### src/rtl/sum_nb_seq_if.sv
// Operand/result bundle for the sequential adder/subtractor.
// The master side supplies the request and operands; the slave side returns the status and result.
interface sum_nb_seq_if #(
    parameter int WIDTH = 8
);
    logic             start;
    logic             sub;
    logic [WIDTH-1:0] xi;
    logic [WIDTH-1:0] yi;
    logic             busy;
    logic             done;
    logic [WIDTH-1:0] zi;
    logic             co;
    logic             ov;

    modport master (
        output start, sub, xi, yi,
        input  busy, done, zi, co, ov
    );

    modport slave (
        input  start, sub, xi, yi,
        output busy, done, zi, co, ov
    );
endinterface

### src/rtl/sum_nb_seq.sv
// Digit-serial adder/subtractor: works through DIGIT bits per clock, LSB first,
// and publishes the sum, carry and signed overflow together with a one-cycle done pulse.
module sum_nb_seq #(
    parameter int WIDTH = 8,
    parameter int DIGIT = 1
) (
    input  logic        clk,
    input  logic        rst,
    sum_nb_seq_if.slave bus
);
    localparam int STEPS = WIDTH / DIGIT;
    localparam int CW    = (STEPS > 1) ? $clog2(STEPS) : 1;

    typedef enum logic [1:0] {IDLE, RUN, DONE} state_t;

    state_t           state;
    state_t           state_next;
    logic [WIDTH-1:0] a_reg;
    logic [WIDTH-1:0] b_reg;
    logic [WIDTH-1:0] sum_reg;
    logic [WIDTH-1:0] sum_next;
    logic [WIDTH-1:0] zi_reg;
    logic             carry;
    logic             co_reg;
    logic             ov_reg;
    logic [CW-1:0]    cnt;
    logic [DIGIT:0]   digit_sum;
    logic             take;
    logic             last_step;
    logic             msb_cin;

    always_comb begin
        take      = bus.start && ((state == IDLE) || (state == DONE));
        last_step = (state == RUN) && (cnt == CW'(STEPS - 1));
        digit_sum = {1'b0, a_reg[DIGIT-1:0]} + {1'b0, b_reg[DIGIT-1:0]} + {{DIGIT{1'b0}}, carry};
        // On the final step this digit holds the MSB, so a^b^s recovers the carry into it.
        msb_cin   = a_reg[DIGIT-1] ^ b_reg[DIGIT-1] ^ digit_sum[DIGIT-1];
    end

    // New digits enter the sum register from the top so the LSB digit lands at bit 0 after all steps.
    if (WIDTH > DIGIT) begin : g_shift
        assign sum_next = {digit_sum[DIGIT-1:0], sum_reg[WIDTH-1:DIGIT]};
    end else begin : g_whole
        assign sum_next = digit_sum[DIGIT-1:0];
    end

    always_ff @(posedge clk) begin
        if (rst) begin
            state <= IDLE;
        end else begin
            state <= state_next;
        end
    end

    always_comb begin
        state_next = state;
        case (state)
            IDLE:    if (bus.start) state_next = RUN;
            RUN:     if (last_step) state_next = DONE;
            DONE:    state_next = bus.start ? RUN : IDLE;
            default: state_next = IDLE;
        endcase
    end

    always_comb begin
        bus.busy = (state == RUN);
        bus.done = (state == DONE);
        bus.zi   = zi_reg;
        bus.co   = co_reg;
        bus.ov   = ov_reg;
    end

    // Subtraction reuses the adder as A + ~B + 1, so co reads as not-borrow.
    always_ff @(posedge clk) begin
        if (rst) begin
            a_reg   <= '0;
            b_reg   <= '0;
            sum_reg <= '0;
            carry   <= 1'b0;
            cnt     <= '0;
            zi_reg  <= '0;
            co_reg  <= 1'b0;
            ov_reg  <= 1'b0;
        end else if (take) begin
            a_reg <= bus.xi;
            b_reg <= bus.sub ? ~bus.yi : bus.yi;
            carry <= bus.sub;
            cnt   <= '0;
        end else if (state == RUN) begin
            a_reg   <= a_reg >> DIGIT;
            b_reg   <= b_reg >> DIGIT;
            carry   <= digit_sum[DIGIT];
            sum_reg <= sum_next;
            cnt     <= cnt + CW'(1);
            if (last_step) begin
                zi_reg <= sum_next;
                co_reg <= digit_sum[DIGIT];
                ov_reg <= msb_cin ^ digit_sum[DIGIT];
            end
        end
    end
endmodule

### src/flat_wrapper.sv
// flat-port wrapper written by rule: the top's interface ports become plain ports
module sum_nb_seq_flat 
#(
    parameter int WIDTH = 8,
    parameter int DIGIT = 1
)
  (clk, rst, bus_start, bus_sub, bus_xi, bus_yi, bus_busy, bus_done, bus_zi, bus_co, bus_ov);
  sum_nb_seq_if #(.WIDTH(WIDTH)) bus_i ();
  input  logic clk;
  input  logic rst;
  input wire logic [$bits(bus_i.start)-1:0] bus_start;
  input wire logic [$bits(bus_i.sub)-1:0] bus_sub;
  input wire logic [$bits(bus_i.xi)-1:0] bus_xi;
  input wire logic [$bits(bus_i.yi)-1:0] bus_yi;
  output wire logic [$bits(bus_i.busy)-1:0] bus_busy;
  output wire logic [$bits(bus_i.done)-1:0] bus_done;
  output wire logic [$bits(bus_i.zi)-1:0] bus_zi;
  output wire logic [$bits(bus_i.co)-1:0] bus_co;
  output wire logic [$bits(bus_i.ov)-1:0] bus_ov;
  assign bus_i.start = bus_start;
  assign bus_i.sub = bus_sub;
  assign bus_i.xi = bus_xi;
  assign bus_i.yi = bus_yi;
  assign bus_busy = bus_i.busy;
  assign bus_done = bus_i.done;
  assign bus_zi = bus_i.zi;
  assign bus_co = bus_i.co;
  assign bus_ov = bus_i.ov;
  sum_nb_seq #(.WIDTH(WIDTH), .DIGIT(DIGIT)) u_core (.clk(clk), .rst(rst), .bus(bus_i));
endmodule
### config.mk
export PLATFORM = sky130hd
export DESIGN_NAME = sum_nb_seq_flat
export DESIGN_NICKNAME = d
export VERILOG_FILES = /design/src/rtl/sum_nb_seq_if.sv /design/src/rtl/sum_nb_seq.sv /design/src/flat_wrapper.sv
export SDC_FILE = /design/constraint.sdc
export NUM_CORES = 1
export LEC_CHECK = 0
export BUFFER_PORTS_ARGS = -buffer_cell sky130_fd_sc_hd__buf_2
export CAP_MARGIN = 10
export CORE_ASPECT_RATIO = 0.6
export CORE_UTILIZATION = 50
export DETAILED_ROUTE_END_ITERATION = 16
export GPL_TIMING_DRIVEN = 0
export HOLD_SLACK_MARGIN = 0.06
export PLACE_DENSITY_LB_ADDON = 0.12
export SLEW_MARGIN = 40
export SYNTH_ARGS = -nofsm -noshare
export SYNTH_HDL_FRONTEND = slang
export SYNTH_SLANG_ARGS = --single-unit
### constraint.sdc
create_clock -name clk -period 3.18 [get_ports clk]
set_input_delay 0.795 -clock clk [delete_from_list [all_inputs] [get_ports clk]]
set_output_delay 0.795 -clock clk [all_outputs]
set_load 0.01 [all_outputs]
==> impl_summary.log <==
INFO  metric final.setup_skew = 0.00523 ns
INFO  metric die_area = 3520 µm²
INFO  metric worst-path-stages = 5
INFO  metric avgViaCountPerCell = 5.29
INFO  metric leakagePower = 0.000767 µW
INFO  metric crit_start = u_core.state[0]$_SDFFE_PP0P_
INFO  metric drt-pass1-iter-count = 4
INFO  metric grt_pass1_vias = between 1000 and 1500
INFO  metric post_synth_most_frequent_cells = sky130_fd_sc_hd__dfxtp_1, sky130_fd_sc_hd__nand2_1, sky130_fd_sc_hd__a21oi_1
INFO  metric synth-edff-count = 0
INFO  metric max-cap-violations = 0
INFO  metric dpl_cell_area = 1840 µm²
INFO  metric critPathLaunchType = flip-flop
INFO  metric max-clock-path-buffers = 2
INFO  metric cts_tree = built
INFO  metric yosys.area.top_type_share = 47.7%
INFO  metric detailed_place_hpwl = 2.61 mm
INFO  metric nets = 244
INFO  metric final_layout_fill_cell_count = 259
INFO  metric grt_start_max_net_pins = 12
INFO  metric most_used_flip_flop_cell_after_synthesis = sky130_fd_sc_hd__dfxtp_1
INFO  metric hold_buf_count_cts = 0
INFO  metric status = finished clean
INFO  metric number_of_different_library_cells_in_the_post_synthesis_netlist = 25
INFO  metric clock-sinks = 39
INFO  metric yosys.cell_count.top_type = sky130_fd_sc_hd__dfxtp_1
INFO  metric period_minus_slack = 2.07 ns
INFO  metric syn-cell-area = 1640 µm²
INFO  metric design.portCount = 32
INFO  metric maxSlewViolCount = 0
INFO  metric hp-start = u_core.bus.zi[4]$_SDFFE_PP0P_
INFO  metric worst_hold_path_type = flip-flop to flip-flop
INFO  metric worstPathMaxFanout = 10
INFO  metric globalRoute.totalOverflow = 0
INFO  metric number_of_placement_rows = 15
INFO  metric synth.net_count = 208
INFO  metric global_route_wire_length_before_repair = 5.61 mm
INFO  metric clock_tree_root_driver_cell = sky130_fd_sc_hd__clkbuf_8
INFO  metric worst_setup_path_end_kind = output port
INFO  metric worst_r2r_endpoint = u_core.bus.ov$_SDFFE_PP0P_
INFO  metric number_of_cells_traversed_by_the_worst_register_to_register_path = 4
INFO  metric post_drt_wl_per_cell = 13.5 µm
INFO  metric critPathMaxStageDelay = 0.40 ns
INFO  metric layout.cell_area.non_filler = 1920 µm²
INFO  metric grt_setup_unrepaired = no
INFO  metric ys_seq_area_share = a little under half
INFO  metric worst_setup_path_endpoint = bus_busy
INFO  metric setup_violations = 0
INFO  metric power.ir.vdd_worst = 0.000347 V
INFO  metric design.core.area = 2980 µm²
INFO  metric worst_path_cell_trace = nand2b_1 > buf_6 > inv_8 > buf_8 > buf_2
INFO  metric vias = 1391
INFO  metric start_util = 54.9%
INFO  metric antenna_violations_before_repair = 0
INFO  metric finalSetupTns = 0 ns
INFO  metric worst_pin_slew = 0.489 ns
INFO  metric ys_warn_count = 0
INFO  metric gpl_wtd_cong = ~0.79
INFO  metric synth-async-reset-ratio = 0%
INFO  metric fmax = 484 MHz
INFO  metric cts_resized = 0
INFO  metric reg2reg_setup_slack = 1.70 ns
INFO  metric postSynthRegisterBits = 39
INFO  metric netlist_top_cells_area = sky130_fd_sc_hd__dfxtp_1, sky130_fd_sc_hd__a21oi_1, sky130_fd_sc_hd__nand2_1
INFO  metric antenna-diode-count = 0
INFO  metric synthesis.instances = 185
INFO  metric die_height = 46.3 µm
INFO  metric synth_area_leader_cell = sky130_fd_sc_hd__dfxtp_1
INFO  metric final_hold_viol_count = 0
INFO  metric drtIter0Drc = between 80 and 90
INFO  metric route.antenna.remaining_nets = 0
INFO  metric timing.critical_path.max_delay_family = buffers and inverters
INFO  metric die_w = 75.9 µm
INFO  metric hold_path_cell_cnt = 2
INFO  metric route.final.wire_length = 3.55 mm
INFO  metric cts_inserted_buffers = 5
INFO  metric synthesis.area_per_instance = 8.85 µm²
INFO  metric relSlewSlack = 67.4%
INFO  metric gr-usage-all-layers = 22.8%
INFO  metric cts_htree_levels = 2
INFO  metric crit_path_top_delay_cell = sky130_fd_sc_hd__dfxtp_1
INFO  metric drc = 0
INFO  metric io_buffer_count = 29
INFO  metric areaGrowthSynthToFinish = 17.4%
INFO  metric postCtsSetupBuffers = 0
INFO  metric worst_setup_hold_path_clk_slew = 0.07 ns
INFO  metric wp_data_required = 2.38 ns
INFO  metric cp_data_arrival_time = 1.27 ns
INFO  metric path_buf_inv = 4
INFO  metric min_period_over_period = 65.0%
INFO  metric worst-setup-path-type = flip-flop to output port
INFO  metric clkLatencyLatePin = between 0.2 and 0.3 ns
INFO  metric power.density_cell_area = 511 nW/µm²
INFO  metric worst_r2r_startpoint = u_core.b_reg[0]$_SDFFE_PP0P_
INFO  metric layout-drive-gt1-share = 22.2%
tightest hold or removal path, cell delays in order, from the launching register on:
cell and delay (ns):
sky130_fd_sc_hd__dfxtp_1 0.31, sky130_fd_sc_hd__nand2_1 0.05, sky130_fd_sc_hd__a21oi_1 0.05
report_power, final:
| part | leakage (µW) | internal (µW) | total (µW) | switching [µW] |
|---|---|---|---|---|
| registers | 0.000317 | 508 | 522 | 13.5 |
| clock network | 0.0000470 | 170 | 333 | 163 |
| logic | 0.000403 | 55.9 | 128 | 72.2 |
cell type report:
| cell class | count | area, µm² | area share [%] |
|---|---|---|---|
| timing repair buffer | 29 | 145 | 7.55 |
| tap | 42 | 52.6 | 2.73 |
| buffer | 15 | 97.6 | 5.07 |
| clock inverter | 1 | 5.00 | 0.260 |
| multi-input combinational | 130 | 748 | 38.9 |
| clock buffer | 6 | 82.6 | 4.29 |
| inverter | 1 | 11.3 | 0.586 |
| sequential | 39 | 781 | 40.6 |
cell families after synthesis:
family | after synthesis | synth area share [%]
compound gates | 50 | 17.9
xor+xnor | 12 | 6.42
fa+ha+maj | 3 | 2.75
buf+inv | 16 | 6.65
flops | 39 | 47.7
mux | 2 | 1.22
simple gates | 63 | 17.4
metal layers:
layer	share of wire, %	wire, µm	GRT usage, %
met2	44	1570	34.5
met3	5.8	204	7.22
met4	1.4	50	9.26
met5	0	0	0
met1	48	1720	30.4
placed cells by master (no fill, tap or decap):
| cell | count |
|---|---|
| sky130_fd_sc_hd__nand2b_1 | 2 |
| sky130_fd_sc_hd__clkbuf_8 | 6 |
| sky130_fd_sc_hd__a211oi_1 | 1 |
| sky130_fd_sc_hd__a22oi_1 | 15 |
| sky130_fd_sc_hd__o21a_1 | 1 |
| sky130_fd_sc_hd__xor2_1 | 8 |
| sky130_fd_sc_hd__nand3b_1 | 1 |
| sky130_fd_sc_hd__clkinv_2 | 1 |
| sky130_fd_sc_hd__a21oi_1 | 33 |
| sky130_fd_sc_hd__fa_1 | 1 |
| sky130_fd_sc_hd__nor3_1 | 2 |
| sky130_fd_sc_hd__dfxtp_1 | 39 |
| sky130_fd_sc_hd__clkbuf_1 | 4 |
| sky130_fd_sc_hd__buf_8 | 1 |
| sky130_fd_sc_hd__nand2_1 | 34 |
| sky130_fd_sc_hd__and3b_1 | 1 |
| sky130_fd_sc_hd__nor2_1 | 3 |
| sky130_fd_sc_hd__inv_8 | 1 |
| sky130_fd_sc_hd__nor2b_1 | 2 |
| sky130_fd_sc_hd__nand3_1 | 17 |
| sky130_fd_sc_hd__ha_1 | 2 |
| sky130_fd_sc_hd__mux2i_1 | 2 |
| sky130_fd_sc_hd__buf_4 | 2 |
| sky130_fd_sc_hd__nor3_2 | 1 |
| sky130_fd_sc_hd__buf_2 | 35 |
| sky130_fd_sc_hd__buf_6 | 2 |
| sky130_fd_sc_hd__xnor2_1 | 4 |
how the worst min path moves through the flow:
stage	to	slack, ns
2_1_floorplan	u_core.bus.zi[0]$_SDFFE_PP0P_	0.43
4_1_cts	u_core.bus.zi[4]$_SDFFE_PP0P_	0.45
3_3_place_gp	u_core.bus.zi[3]$_SDFFE_PP0P_	0.44
3_5_place_dp	u_core.bus.zi[4]$_SDFFE_PP0P_	0.44
5_1_grt	u_core.bus.zi[2]$_SDFFE_PP0P_	0.48
6_report	u_core.bus.zi[4]$_SDFFE_PP0P_	0.45
per-stage QoR:
step	hold slack, ns	setup slack [ns]	power (µW)	utilization (%)	std cells
floorplan	0.432	1.63	623	-	185
global placement	0.440	1.44	653	61.5	256
detailed placement	0.444	1.38	659	61.5	256
CTS	0.454	1.10	986	64.4	263
global route	0.480	1.04	1030	64.4	263
finish	0.451	1.11	982	64.4	263
(Power assumes the default switching activity.)
